**config.mk**
```make
export PLATFORM = sky130hd
export DESIGN_NAME = ds_es_hazard_stage
export DESIGN_NICKNAME = d
export VERILOG_FILES = /design/src/rtl/ds_es_hazard_stage.sv
export SDC_FILE = /design/constraint.sdc
export NUM_CORES = 1
export LEC_CHECK = 0
export CAP_MARGIN = 5
export CORE_ASPECT_RATIO = 1.5
export CORE_MARGIN = 8
export CORE_UTILIZATION = 34
export DETAILED_ROUTE_END_ITERATION = 6
export PLACE_DENSITY = 0.89
export REMOVE_ABC_BUFFERS = 1
export SLEW_MARGIN = 20
export SYNTH_ARGS = -nofsm -noshare
export SYNTH_HDL_FRONTEND = slang
export SYNTH_SLANG_ARGS = --single-unit
```
**constraint.sdc**
```tcl
create_clock -name i_clk -period 1.4 [get_ports i_clk]
set_input_delay 0.21 -clock i_clk [delete_from_list [all_inputs] [get_ports i_clk]]
set_output_delay 0.21 -clock i_clk [all_outputs]
set_load 0.01 [all_outputs]
```
**src/rtl/ds_es_hazard_stage.sv**
```systemverilog
// Decode-to-execute pipeline register with load-use stall / branch flush control.
// Optional performance counters are enabled by defining HAZARD_PERF_CNT_EN.
module ds_es_hazard_stage #(
  parameter int AWIDTH       = 5,
  parameter int DWIDTH       = 32,
  parameter int OPCODE_WIDTH = 6,
  parameter int NOP_OPCODE   = 0,
  parameter int FLUSH_CYCLES = 2   // legal range 1..7
) (
  input  logic                    i_clk,
  input  logic                    i_rst,
  input  logic                    d_i_valid,
  input  logic [OPCODE_WIDTH-1:0] d_i_opcode,
  input  logic [AWIDTH-1:0]       d_i_addr_rs1,
  input  logic [AWIDTH-1:0]       d_i_addr_rs2,
  input  logic [AWIDTH-1:0]       d_i_addr_rd,
  input  logic                    d_i_regwrite,
  input  logic [DWIDTH-1:0]       d_i_data_rs1,
  input  logic [DWIDTH-1:0]       d_i_data_rs2,
  input  logic [DWIDTH-1:0]       d_i_imm,
  input  logic                    f_i_stall,
  input  logic                    es_i_flush,
  output logic                    ds_es_o_valid,
  output logic [OPCODE_WIDTH-1:0] ds_es_o_opcode,
  output logic [AWIDTH-1:0]       ds_es_o_addr_rs1,
  output logic [AWIDTH-1:0]       ds_es_o_addr_rs2,
  output logic [AWIDTH-1:0]       ds_es_o_addr_rd,
  output logic                    ds_es_o_regwrite,
  output logic [DWIDTH-1:0]       ds_es_o_data_rs1,
  output logic [DWIDTH-1:0]       ds_es_o_data_rs2,
  output logic [DWIDTH-1:0]       ds_es_o_imm,
  output logic                    h_o_pc_en,
  output logic                    h_o_fd_en,
  output logic                    h_o_fd_flush
`ifdef HAZARD_PERF_CNT_EN
  ,
  output logic [31:0]             h_o_stall_cnt,
  output logic [31:0]             h_o_flush_cnt,
  output logic [31:0]             h_o_bubble_cnt
`endif
);

  typedef enum logic [1:0] {
    RUN   = 2'd0,
    STALL = 2'd1,
    FLUSH = 2'd2
  } state_t;

  typedef struct packed {
    logic                    valid;
    logic [OPCODE_WIDTH-1:0] opcode;
    logic [AWIDTH-1:0]       rs1;
    logic [AWIDTH-1:0]       rs2;
    logic [AWIDTH-1:0]       rd;
    logic                    regwrite;
    logic [DWIDTH-1:0]       data_rs1;
    logic [DWIDTH-1:0]       data_rs2;
    logic [DWIDTH-1:0]       imm;
  } stage_t;

  localparam logic [2:0] FLUSH_LOAD = 3'(FLUSH_CYCLES - 1);
  localparam bit         MULTI_FLUSH = (FLUSH_CYCLES > 1);

  state_t     state, state_next;
  logic [2:0] cnt, cnt_next;
  stage_t     stage_q, stage_d, bubble, incoming;
  logic       accept;

  // ---------------------------------------------------------------------------
  // State register
  // ---------------------------------------------------------------------------
  // NOTE: sequential state uses non-blocking assignments so every flop samples
  // pre-edge values regardless of process evaluation order.
  always_ff @(posedge i_clk) begin
    if (i_rst) begin
      state   <= RUN;
      cnt     <= '0;
      stage_q <= bubble;
    end else begin
      state   <= state_next;
      cnt     <= cnt_next;
      stage_q <= stage_d;
    end
  end

  // ---------------------------------------------------------------------------
  // Next-state logic: flush beats stall; stall is honoured only from RUN
  // ---------------------------------------------------------------------------
  // NOTE: every signal written here gets a default first, so no latch is inferred.
  always_comb begin
    state_next = state;
    cnt_next   = cnt;
    unique case (state)
      RUN: begin
        if (es_i_flush) begin
          cnt_next   = FLUSH_LOAD;
          state_next = MULTI_FLUSH ? FLUSH : RUN;
        end else if (f_i_stall) begin
          state_next = STALL;
        end
      end
      STALL: begin
        if (es_i_flush) begin
          cnt_next   = FLUSH_LOAD;
          state_next = MULTI_FLUSH ? FLUSH : RUN;
        end else begin
          state_next = RUN;
        end
      end
      FLUSH: begin
        if (es_i_flush) begin
          cnt_next = FLUSH_LOAD;
        end else begin
          cnt_next   = (cnt == 3'd0) ? 3'd0 : cnt - 3'd1;
          state_next = (cnt <= 3'd1) ? RUN : FLUSH;
        end
      end
      default: begin
        state_next = RUN;
        cnt_next   = '0;
      end
    endcase
  end

  // ---------------------------------------------------------------------------
  // Output logic: payload selection and hold enables
  // ---------------------------------------------------------------------------
  always_comb begin
    bubble        = '0;
    bubble.opcode = OPCODE_WIDTH'(NOP_OPCODE);

    incoming.valid    = d_i_valid;
    incoming.opcode   = d_i_opcode;
    incoming.rs1      = d_i_addr_rs1;
    incoming.rs2      = d_i_addr_rs2;
    incoming.rd       = d_i_addr_rd;
    incoming.regwrite = d_i_regwrite;
    incoming.data_rs1 = d_i_data_rs1;
    incoming.data_rs2 = d_i_data_rs2;
    incoming.imm      = d_i_imm;

    // STALL always re-captures the held instruction; RUN only when no stall.
    accept = !es_i_flush &&
             ((state == RUN && !f_i_stall) || state == STALL);

    stage_d = (accept && d_i_valid) ? incoming : bubble;

    h_o_pc_en    = !(state == RUN && f_i_stall && !es_i_flush);
    h_o_fd_en    = h_o_pc_en;
    h_o_fd_flush = es_i_flush || (state == FLUSH);
  end

  assign ds_es_o_valid    = stage_q.valid;
  assign ds_es_o_opcode   = stage_q.opcode;
  assign ds_es_o_addr_rs1 = stage_q.rs1;
  assign ds_es_o_addr_rs2 = stage_q.rs2;
  assign ds_es_o_addr_rd  = stage_q.rd;
  assign ds_es_o_regwrite = stage_q.regwrite;
  assign ds_es_o_data_rs1 = stage_q.data_rs1;
  assign ds_es_o_data_rs2 = stage_q.data_rs2;
  assign ds_es_o_imm      = stage_q.imm;

`ifdef HAZARD_PERF_CNT_EN
  logic [31:0] stall_cnt_q, flush_cnt_q, bubble_cnt_q;

  always_ff @(posedge i_clk) begin
    if (i_rst) begin
      stall_cnt_q  <= '0;
      flush_cnt_q  <= '0;
      bubble_cnt_q <= '0;
    end else begin
      if (state_next == STALL) stall_cnt_q  <= stall_cnt_q + 32'd1;
      if (es_i_flush)          flush_cnt_q  <= flush_cnt_q + 32'd1;
      if (!stage_d.valid)      bubble_cnt_q <= bubble_cnt_q + 32'd1;
    end
  end

  assign h_o_stall_cnt  = stall_cnt_q;
  assign h_o_flush_cnt  = flush_cnt_q;
  assign h_o_bubble_cnt = bubble_cnt_q;
`endif

endmodule

```
* Word level (Yosys, flattened, before mapping)
Cells that the tools add are included.
** Word-level totals
- Bits in writable memories :: 0
- Bits in registers :: 124
- Memory bits (read-only) :: 0
- Bits in latches :: 0
- Output and inout bits :: 122
- Input bits :: 123
- Word-level logic and storage cells :: 44
- Memories kept :: 0
** Operators by class
- Order comparisons :: 1
- Reductions and logical operators :: 15
- Add/sub/neg operators :: 1
- Shift operators :: 0
- Multiply operators :: 0
- Bitwise logic cells :: 1
- Divide/modulo/power cells :: 0
- Equality and inequality tests :: 5
- Mux-type cells :: 10
** Operators by type and width (number)
- 2-bit two-way mux :: 5
- 3-bit two-way mux :: 3
- 2-bit one-hot mux with 3 select lines :: 1
- 3-bit one-hot mux with 2 select lines :: 1
- 1-bit logical AND :: 5
- 2-bit OR reduction :: 2
- 3-bit by 1-bit <= comparator with 1-bit output (second input constant) :: 1
- 1-bit zero test :: 3
- 3-bit zero test :: 1
- 3-bit inequality test (second input constant) :: 1
- 3-bit by 1-bit subtractor with 3-bit output (second input constant) :: 1
- 2-bit by 1-bit == test with 1-bit output (second input constant) :: 1
- 2-bit == test (second input constant) :: 1
- 2-bit zero test :: 1
- 1-bit logical OR :: 2
- 2-bit by 1-bit inequality test with 1-bit output (second input constant) :: 1
- 2-bit inequality test (second input constant) :: 1
- 2-bit AND reduction :: 1
- 1-bit inverter :: 1

* Depth between registers and ports, before layout
Gate-level depths: netlist of run 1.
- Word-level depth :: 7
- Mapped depth :: 5
- Mapped depth without buffers :: 5

* Worst setup path after synthesis of run 1
Ideal clock, no wire load.
- Kind :: register -> register
- Start point :: register state[0]
- End point :: register stage_q (netlist bit ds_es_o_addr_rd[0])
- Clock period less this slack :: 1.177 ns
- Setup slack :: 0.223 ns
- Buffers on the path :: 2
- Setup time :: 0.059 ns
- Stages on the path, launching flop included :: 6
- Required time :: 1.341 ns
- Arrival time :: 1.118 ns
- Cell sequence :: dfxtp_1 nor2b_1 nor4_2 buf_4 clkbuf_2 and2_1
** On the way
- Word-level cells in the longest chain between the ends :: 7
- Elaborated cells on any way between the ends :: 8
- Classes of those cells :: 1 x eq/ne; 1 x bitwise; 6 x reduce/logical
** Ends and longest elaborated chain
- start: declaration :: line 64 : state_t state, state_next;
- start signal: assignment :: line 80 : state <= state_next;
- 2-bit zero test :: line 144 : ((state == RUN && !f_i_stall) || state == STALL);
- 1-bit logical AND :: line 144
- 1-bit logical OR (*) :: line 144
- 1-bit logical AND (*) :: line 143 : accept = !es_i_flush &&
- 1-bit logical AND (*) :: line 146 : stage_d = (accept && d_i_valid) ? incoming : bubble;
- 1-bit inverter (no line) (*)
- 2-bit OR reduction (no line) (*)
- end signal: assignment :: line 78 : stage_q <= bubble;
- end signal: assignment :: line 82 : stage_q <= stage_d;
- end: declaration :: line 66 : stage_t stage_q, stage_d, bubble, incoming;
Every way passes the cells marked *; elsewhere a longest branch is shown, timed or not.
A chain may end at the register's enable or synchronous reset.

* Worst setup path in the final report of run 1
- Start point :: register state[0]
- End point :: register stage_q (netlist bit ds_es_o_data_rs2[12])
The elaborated chain is that of the path after synthesis.

==> run_results.csv, run 1 <==
group,metric,value,unit
grt,gr-total-overflow,0,
synthesis,synth.avg_cell_area,12.3,µm²
place,place_inst,640,
final_layout,final_layout_size_suffix_gt1_frac,0.140,
sta,clock.fmax,0.689,GHz
min_path,min_from,"d_i_data_rs2[19]",
synthesis,yosysWarnings,0,
sta,layout_min_cycle_time,1.45,ns
synthesis,synth_edf_count,0,
routing,routed_wl,12900,µm
place,hpwl,9140,µm
clock_network,clkSinkCount,124,
sta,rsz0062_at_grt,"yes",
worst_setup_path,path_common_cell,"buf_6",
routing,drtIter0Drc,42,
routing,wl_per_cell,18.9,µm
worst_setup_path,path_max_fanout,11,
sta,skew,0.0123,ns
clock_network,clk_latency,0.40,ns
sta,maxSlewViolCount,0,
sta,worst_slew_pin_slew,0.265,ns
min_path,hold-path-endpoint,"ds_es_o_data_rs2[19]",
worst_setup_path,rr_startpoint,"state[0]",
clock_network,cts_inserted_buffers,17,
die,rows,45,
clock_network,cts_max_level,4,
grt,grt_pass1_wl,17100,µm
pwr,vdd_ir_drop_max,0.000954,V
pwr,p_int,6580,µW
die,die_h,140,µm
synthesis,synth_most_common_cell,"dfxtp_1",
synthesis,synth-seq-cells,124,
grt,grt_start_max_net_pins,43,
worst_setup_path,critPathKind,"flip-flop to flip-flop",
sta,finalHoldViolations,0,
routing,first_pass_iters,4,
synthesis,synth_top_area_frac,0.716,
min_path,hold_path_class,"input pin to flip-flop",
routing,antenna_left,0,
clock_network,tritoncts,"yes",
final_layout,area_delta_synth_final,96.2,%
pwr,p_sw_frac,0.196,
outcome,violations,"setup timing",
sta,tns,-2.17,ns
worst_setup_path,critPathArrivalTime,1.79,ns
sta,hold_ws,0.369,ns
worst_setup_path,crit_chain,"nor2b_4 > buf_6 > nor4_4 > buf_6 > buf_12 > clkbuf_16 > and2_1",
pwr,leakagePower,0.00335,µW
pwr,pwr-share-seq,0.441,
synthesis,ys_top_cells_by_count,"dfxtp_1 (124), and2_1 (118), clkbuf_2 (10)",
place,gp_congestion,0.839,
worst_setup_path,rr_endpoint,"ds_es_o_data_rs2[12]",
die,core-area,10000,µm²
synthesis,synthTopCellsByArea,"dfxtp_1 (72%), and2_1 (21%), clkbuf_2 (1.4%), buf_4 (0.87%), ha_1 (0.72%)",
die,dieWidth,98.5,µm
worst_setup_path,critPathLaunchType,"flip-flop",
place,place_area,6090,µm²
routing,vias,2918,
die,num_io_pins,245,
sta,period_share,1.04,
sta,finalSetupViolations,92,
worst_setup_path,critPathSlowestCell,"dfxtp_4",
worst_setup_path,worstSetupEndpointType,"flip-flop",
die,start_util,0.346,
final_layout,fin_util,0.679,
routing,drcViolationCount,0,
synthesis,yosysUniqueCellTypes,20,
synthesis,dominantRegCellSynth,"dfxtp_1",
grt,track_usage,0.163,
worst_setup_path,cp.required,1.74,ns
synthesis,synthesis.area,3470,µm²
synthesis,yosysSeqAreaShare,0.716,
final_layout,nets,680,
sta,worst_slack,-0.0520,ns
worst_setup_path,r2r_cells,7,
clock_network,clk_path_buf_depth,2,
sta,slew_headroom,0.822,
synthesis,synthArstFlopShare,0,
synthesis,synth_cells,282,
outcome,status,"finished, violations left",
worst_setup_path,worst-r2r-setup-slack,-0.05,ns
pwr,combPwrFrac,0.078,
clock_network,holdBufCountCts,0,
die,die_area,13800,µm²
final_layout,layoutNonFillerInstCount,682,
grt,grt_antenna_before_repair,0,
synthesis,synth_top_area_cell,"dfxtp_1",
clock_network,clkTransAtPathRegs,0.05,ns
routing,via_per_inst,4.28,
worst_setup_path,crit_buf_inv,4,
flow_run,cap_violations,0,
final_layout,final_area,6810,µm²
worst_setup_path,cpPeakStageDelay,0.36,ns
pwr,power.density,1200,nW/µm²
clock_network,clock-root-buffer,"clkbuf_16",
place,port_buffers,244,
grt,grt_pass1_vias,3192,
final_layout,n_antenna_cell,0,
pwr,power.switching,1610,µW
min_path,hold_depth,2,
pwr,power_frac_clock,0.481,
worst_setup_path,path_delay_family,"buffers and inverters",
sequential cells by signal (all words and copies together) (netlist names):
| signal | count |
|---|---|
| ds_es_o_valid | 1 |
| ds_es_o_opcode | 6 |
| state | 2 |
| ds_es_o_regwrite | 1 |
| ds_es_o_data_rs1 | 32 |
| ds_es_o_addr_rs1 | 5 |
| cnt | 3 |
| ds_es_o_addr_rs2 | 5 |
| ds_es_o_addr_rd | 5 |
| ds_es_o_data_rs2 | 32 |
| ds_es_o_imm | 32 |
layout by cell type (no fill, tap or decap), types with 2 or more instances in the layout:
cell type / count
dlygate4sd2_1: 119
inv_1: 4
buf_12: 4
clkbuf_8: 3
buf_6: 3
buf_8: 2
buf_4: 8
clkinv_2: 3
dfxtp_1: 122
nor2b_1: 2
and2_4: 20
and2_1: 98
clkdlybuf4s50_1: 122
clkinvlp_4: 3
buf_2: 3
nand3_1: 2
ha_1: 2
nor3_1: 2
clkbuf_16: 24
clkbuf_1: 2
o21ai_0: 2
worst register-to-register path: cells and delay by family, from the launching register on:
family | cells | cell delay [ns]
buffers and inverters | 4 | 0.56
and+or+nand+nor | 3 | 0.47
DFF | 1 | 0.36
routing by layer:
layer | share of wire | wire length [µm] | global-route usage | up-vias
li1 | - | - | - | 1408
met1 | 0.34 | 4390 | 0.133 | 1366
met2 | 0.56 | 7250 | 0.318 | 126
met3 | 0.079 | 1010 | 0.0699 | 18
met4 | 0.018 | 230 | 0.0772 | 0
met5 | 0 | 0 | 0 | -
power groups by stage:
| stage | combinational, µW | clock, µW | sequential, µW |
|---|---|---|---|
| after floorplan | 72.3 | 0 | 3720 |
| after global placement | 595 | 0 | 3680 |
| after detailed placement | 611 | 0 | 3690 |
| after CTS | 575 | 4050 | 3610 |
| after global routing | 677 | 4180 | 3610 |
| final | 636 | 3940 | 3610 |
how the worst max path moves through the flow:
stage                           end  slack (ns)  cells past startpoint  startpoint
2_1_floorplan         ds_es_o_valid       -2.52                      2    state[0]
3_3_place_gp   ds_es_o_data_rs1[27]       -0.33                      7   f_i_stall
3_5_place_dp    ds_es_o_data_rs2[6]       -0.35                      6   f_i_stall
4_1_cts                h_o_fd_flush       -0.01                      3    state[1]
5_1_grt         ds_es_o_data_rs1[9]       -0.12                      7    state[0]
6_report       ds_es_o_data_rs2[12]       -0.05                      7    state[0]
cell type report:
cell class | count | area (µm²)
timing repair buffer | 268 | 2660
clock inverter | 7 | 67.6
inverter | 4 | 15.0
fill | 793 | 3220
tap | 117 | 146
sequential | 124 | 2490
clock buffer | 22 | 474
multi-input combinational | 140 | 957
stage by stage:
step	worst slack, ns	total power (µW)
after floorplan	-2.52	3790
after global placement	-0.328	4280
after detailed placement	-0.353	4300
after CTS	-0.0143	8240
after global routing	-0.119	8470
final	-0.0520	8190
what timing repair did:
item                                    4_1_cts  5_1_grt
gates cloned                                  0        9
buffers inserted                              0        4
endpoints found under the setup margin      130      118
gates resized for setup                     133       32
pin swaps                                     0       17
cells by family (layout without fill, tap and decap cells):
kind of cell               Yosys count  after routing  share of synthesized area
adders and majority gates            2              2                    0.00721
and+or+nand+nor                    130            130                      0.235
buffers and inverters               18            301                     0.0274
AOI/OAI and AO/OA                    8              8                     0.0148
DFF                                124            124                      0.716
(Power assumes the default switching activity.)
==> inputs of run 2 (changes only) <==
ABC_AREA = 1   (was not set)
CORE_UTILIZATION = 37   (was 34)
PLACE_DENSITY = 0.9   (was 0.89)
==> run_results.csv, run 2 <==
group,metric,value,unit
outcome,status,"finished clean",
worst_setup_path,critPathKind,"flip-flop to flip-flop",
grt,gr-total-overflow,0,
synthesis,synth_cells,414,
synthesis,synthTopCellsByArea,"dfxtp_1 (61%), inv_1 (12%), nor2_4 (11%), nor2_1 (7.7%), buf_6 (2.2%)",
die,start_util,0.374,
synthesis,synth.avg_cell_area,9.77,µm²
synthesis,ys_top_cells_by_count,"inv_1 (127), dfxtp_1 (124), nor2_1 (83)",
die,rows,47,
worst_setup_path,worstSetupEndpointType,"flip-flop",
worst_setup_path,rr_startpoint,"state[1]",
final_layout,final_cell_mix,"inv_1 (127), dfxtp_1 (124), clkdlybuf4s50_1 (122)",
clock_network,clk_latency,0.40,ns
synthesis,synth_edf_count,0,
place,place_area,6580,µm²
clock_network,clock-root-buffer,"clkbuf_16",
routing,vias,3270,
grt,grt_pass1_vias,3523,
sta,clock.fmax,0.756,GHz
sta,layout_min_cycle_time,1.32,ns
pwr,pwr-share-seq,0.408,
routing,first_pass_iters,4,
routing,antenna_left,0,
clock_network,tritoncts,"yes",
worst_setup_path,crit_chain,"nor2_2 > buf_4 > nand2_2 > inv_2 > nand3_4 > buf_12 > nor2_1",
grt,track_usage,0.162,
pwr,power,8870,µW
sta,skew,0.00819,ns
grt,grt_pass1_wl,17600,µm
worst_setup_path,rr_endpoint,"ds_es_o_imm[3]",
die,die_h,144,µm
synthesis,synth_top_area_cell,"dfxtp_1",
clock_network,cts_inserted_buffers,17,
synthesis,synth_top_area_frac,0.614,
routing,drcViolationCount,0,
worst_setup_path,cp.required,1.68,ns
worst_setup_path,critPathSlowestCell,"dfxtp_1",
worst_setup_path,critPathLaunchType,"flip-flop",
worst_setup_path,crit_buf_inv,3,
final_layout,area_delta_synth_final,74.3,%
sta,slew_headroom,0.804,
clock_network,clkTransAtPathRegs,0.06,ns
clock_network,clk_path_buf_depth,2,
worst_setup_path,worst-r2r-setup-slack,0.08,ns
final_layout,n_antenna_cell,0,
min_path,hold_depth,3,
final_layout,nets,796,
worst_setup_path,path_max_fanout,46,
pwr,power.switching,1860,µW
grt,grt_antenna_before_repair,0,
pwr,combPwrFrac,0.082,
routing,via_per_inst,3.94,
routing,drtIter0Drc,49,
final_layout,final_area,7050,µm²
pwr,vdd_ir_drop_max,0.000845,V
place,port_buffers,244,
die,core-area,10800,µm²
final_layout,final_common_cell,"inv_1",
worst_setup_path,r2r_cells,7,
synthesis,synthArstFlopShare,0,
worst_setup_path,cpPeakStageDelay,0.38,ns
pwr,p_sw_frac,0.210,
die,dieWidth,101,µm
worst_setup_path,crit_start,"state[1]",
sta,maxSlewViolCount,0,
worst_setup_path,endpoint,"ds_es_o_imm[3]",
synthesis,yosysUniqueCellTypes,17,
die,num_io_pins,245,
clock_network,clkSinkCount,124,
pwr,leakagePower,0.00382,µW
min_path,hold_path_class,"input pin to flip-flop",
synthesis,synth-seq-cells,124,
sta,rsz0062_at_grt,"no",
routing,routed_wl,12000,µm
sta,finalHoldViolations,0,
synthesis,synth_most_common_cell,"inv_1",
final_layout,n_fill_cell,940,
pwr,power_frac_clock,0.510,
grt,grt_start_max_net_pins,47,
pwr,p_int,7010,µW
sta,worst_slew_pin_slew,0.294,ns
synthesis,dominantRegCellSynth,"dfxtp_1",
pwr,power.density,1260,nW/µm²
synthesis,synthesis.area,4040,µm²
sta,finalSetupViolations,0,
die,die_area,14600,µm²
final_layout,final_layout_size_suffix_gt1_frac,0.127,
clock_network,cts_max_level,4,
worst_setup_path,path_delay_family,"buffers and inverters",
sta,period_share,0.944,
routing,wl_per_cell,14.5,µm
flow_run,cap_violations,0,
synthesis,yosysSeqAreaShare,0.614,
worst_setup_path,critPathArrivalTime,1.60,ns
synthesis,yosysWarnings,0,
worst_setup_path,path_depth,7,
place,gp_congestion,0.813,
sta,hold_ws,0.333,ns
place,hpwl,9880,µm
run 2: worst register-to-register path: stages (launching register included):
cell     delay [ns]
dfxtp_1        0.38
nor2_2         0.06
buf_4          0.13
nand2_2        0.07
inv_2          0.06
nand3_4        0.10
buf_12         0.28
nor2_1         0.12
run 2: worst min path at each step:
stage / slack, ns / endpoint / startpoint
CTS: 0.31 / ds_es_o_data_rs1[8] / d_i_data_rs1[8]
finish: 0.33 / ds_es_o_data_rs2[29] / d_i_data_rs2[29]
global route: 0.32 / ds_es_o_imm[14] / d_i_imm[14]
floorplan: 0.28 / cnt[0] / i_rst
global placement: 0.47 / cnt[1] / cnt[1]
detailed placement: 0.49 / cnt[1] / cnt[1]
run 2: power by group through the flow:
stage	clock, µW	combinational (µW)	sequential (µW)
4_1_cts	4630	736	3620
5_1_grt	4790	781	3620
3_3_place_gp	0	750	3690
6_report	4520	726	3620
3_5_place_dp	0	772	3700
2_1_floorplan	0	218	3730
run 2: per-stage QoR:
stage / setup WS (ns) / utilization / TNS [ns] / cells
final: 0.0778 / 0.651 / 0 / 830
after global routing: 0.0135 / 0.651 / 0 / 830
after CTS: -0.00338 / 0.653 / -0.00338 / 830
after detailed placement: -0.231 / 0.608 / -13.78 / 798
after global placement: -0.230 / 0.608 / -12.19 / 798
after floorplan: -1.86 / - / -219.00 / 400
run 2: per-layer routing:
layer / GRT usage / wire length [µm] / share of wire
met1: 0.135 / 3890 / 0.32
met2: 0.313 / 6920 / 0.57
met3: 0.0641 / 856 / 0.071
met4: 0.0851 / 370 / 0.031
met5: 0 / 0 / 0
run 2: logic make-up after synthesis:
family / count (synthesis) / share of synthesized area
compound gates: 5 / 0.00619
fa+ha+maj: 2 / 0.00619
simple gates: 141 / 0.209
buf+inv: 142 / 0.165
flops: 124 / 0.614
run 2: final cells by class:
class / instances / area (µm²) / share of cell area
sequential: 124 / 2480 / 0.352
timing repair buffer: 252 / 2380 / 0.337
multi-input combinational: 148 / 906 / 0.129
inverter: 128 / 480 / 0.0682
clock buffer: 17 / 425 / 0.0604
clock inverter: 14 / 194 / 0.0275
tap: 147 / 184 / 0.0261
run 2: what timing repair did:
action,4_1_cts,5_1_grt
hold endpoints to repair,0,0
endpoints found under the setup margin,122,3
gates resized for setup,127,3
setup buffers,1,0
pin swaps,1,0
hold buffers,0,0
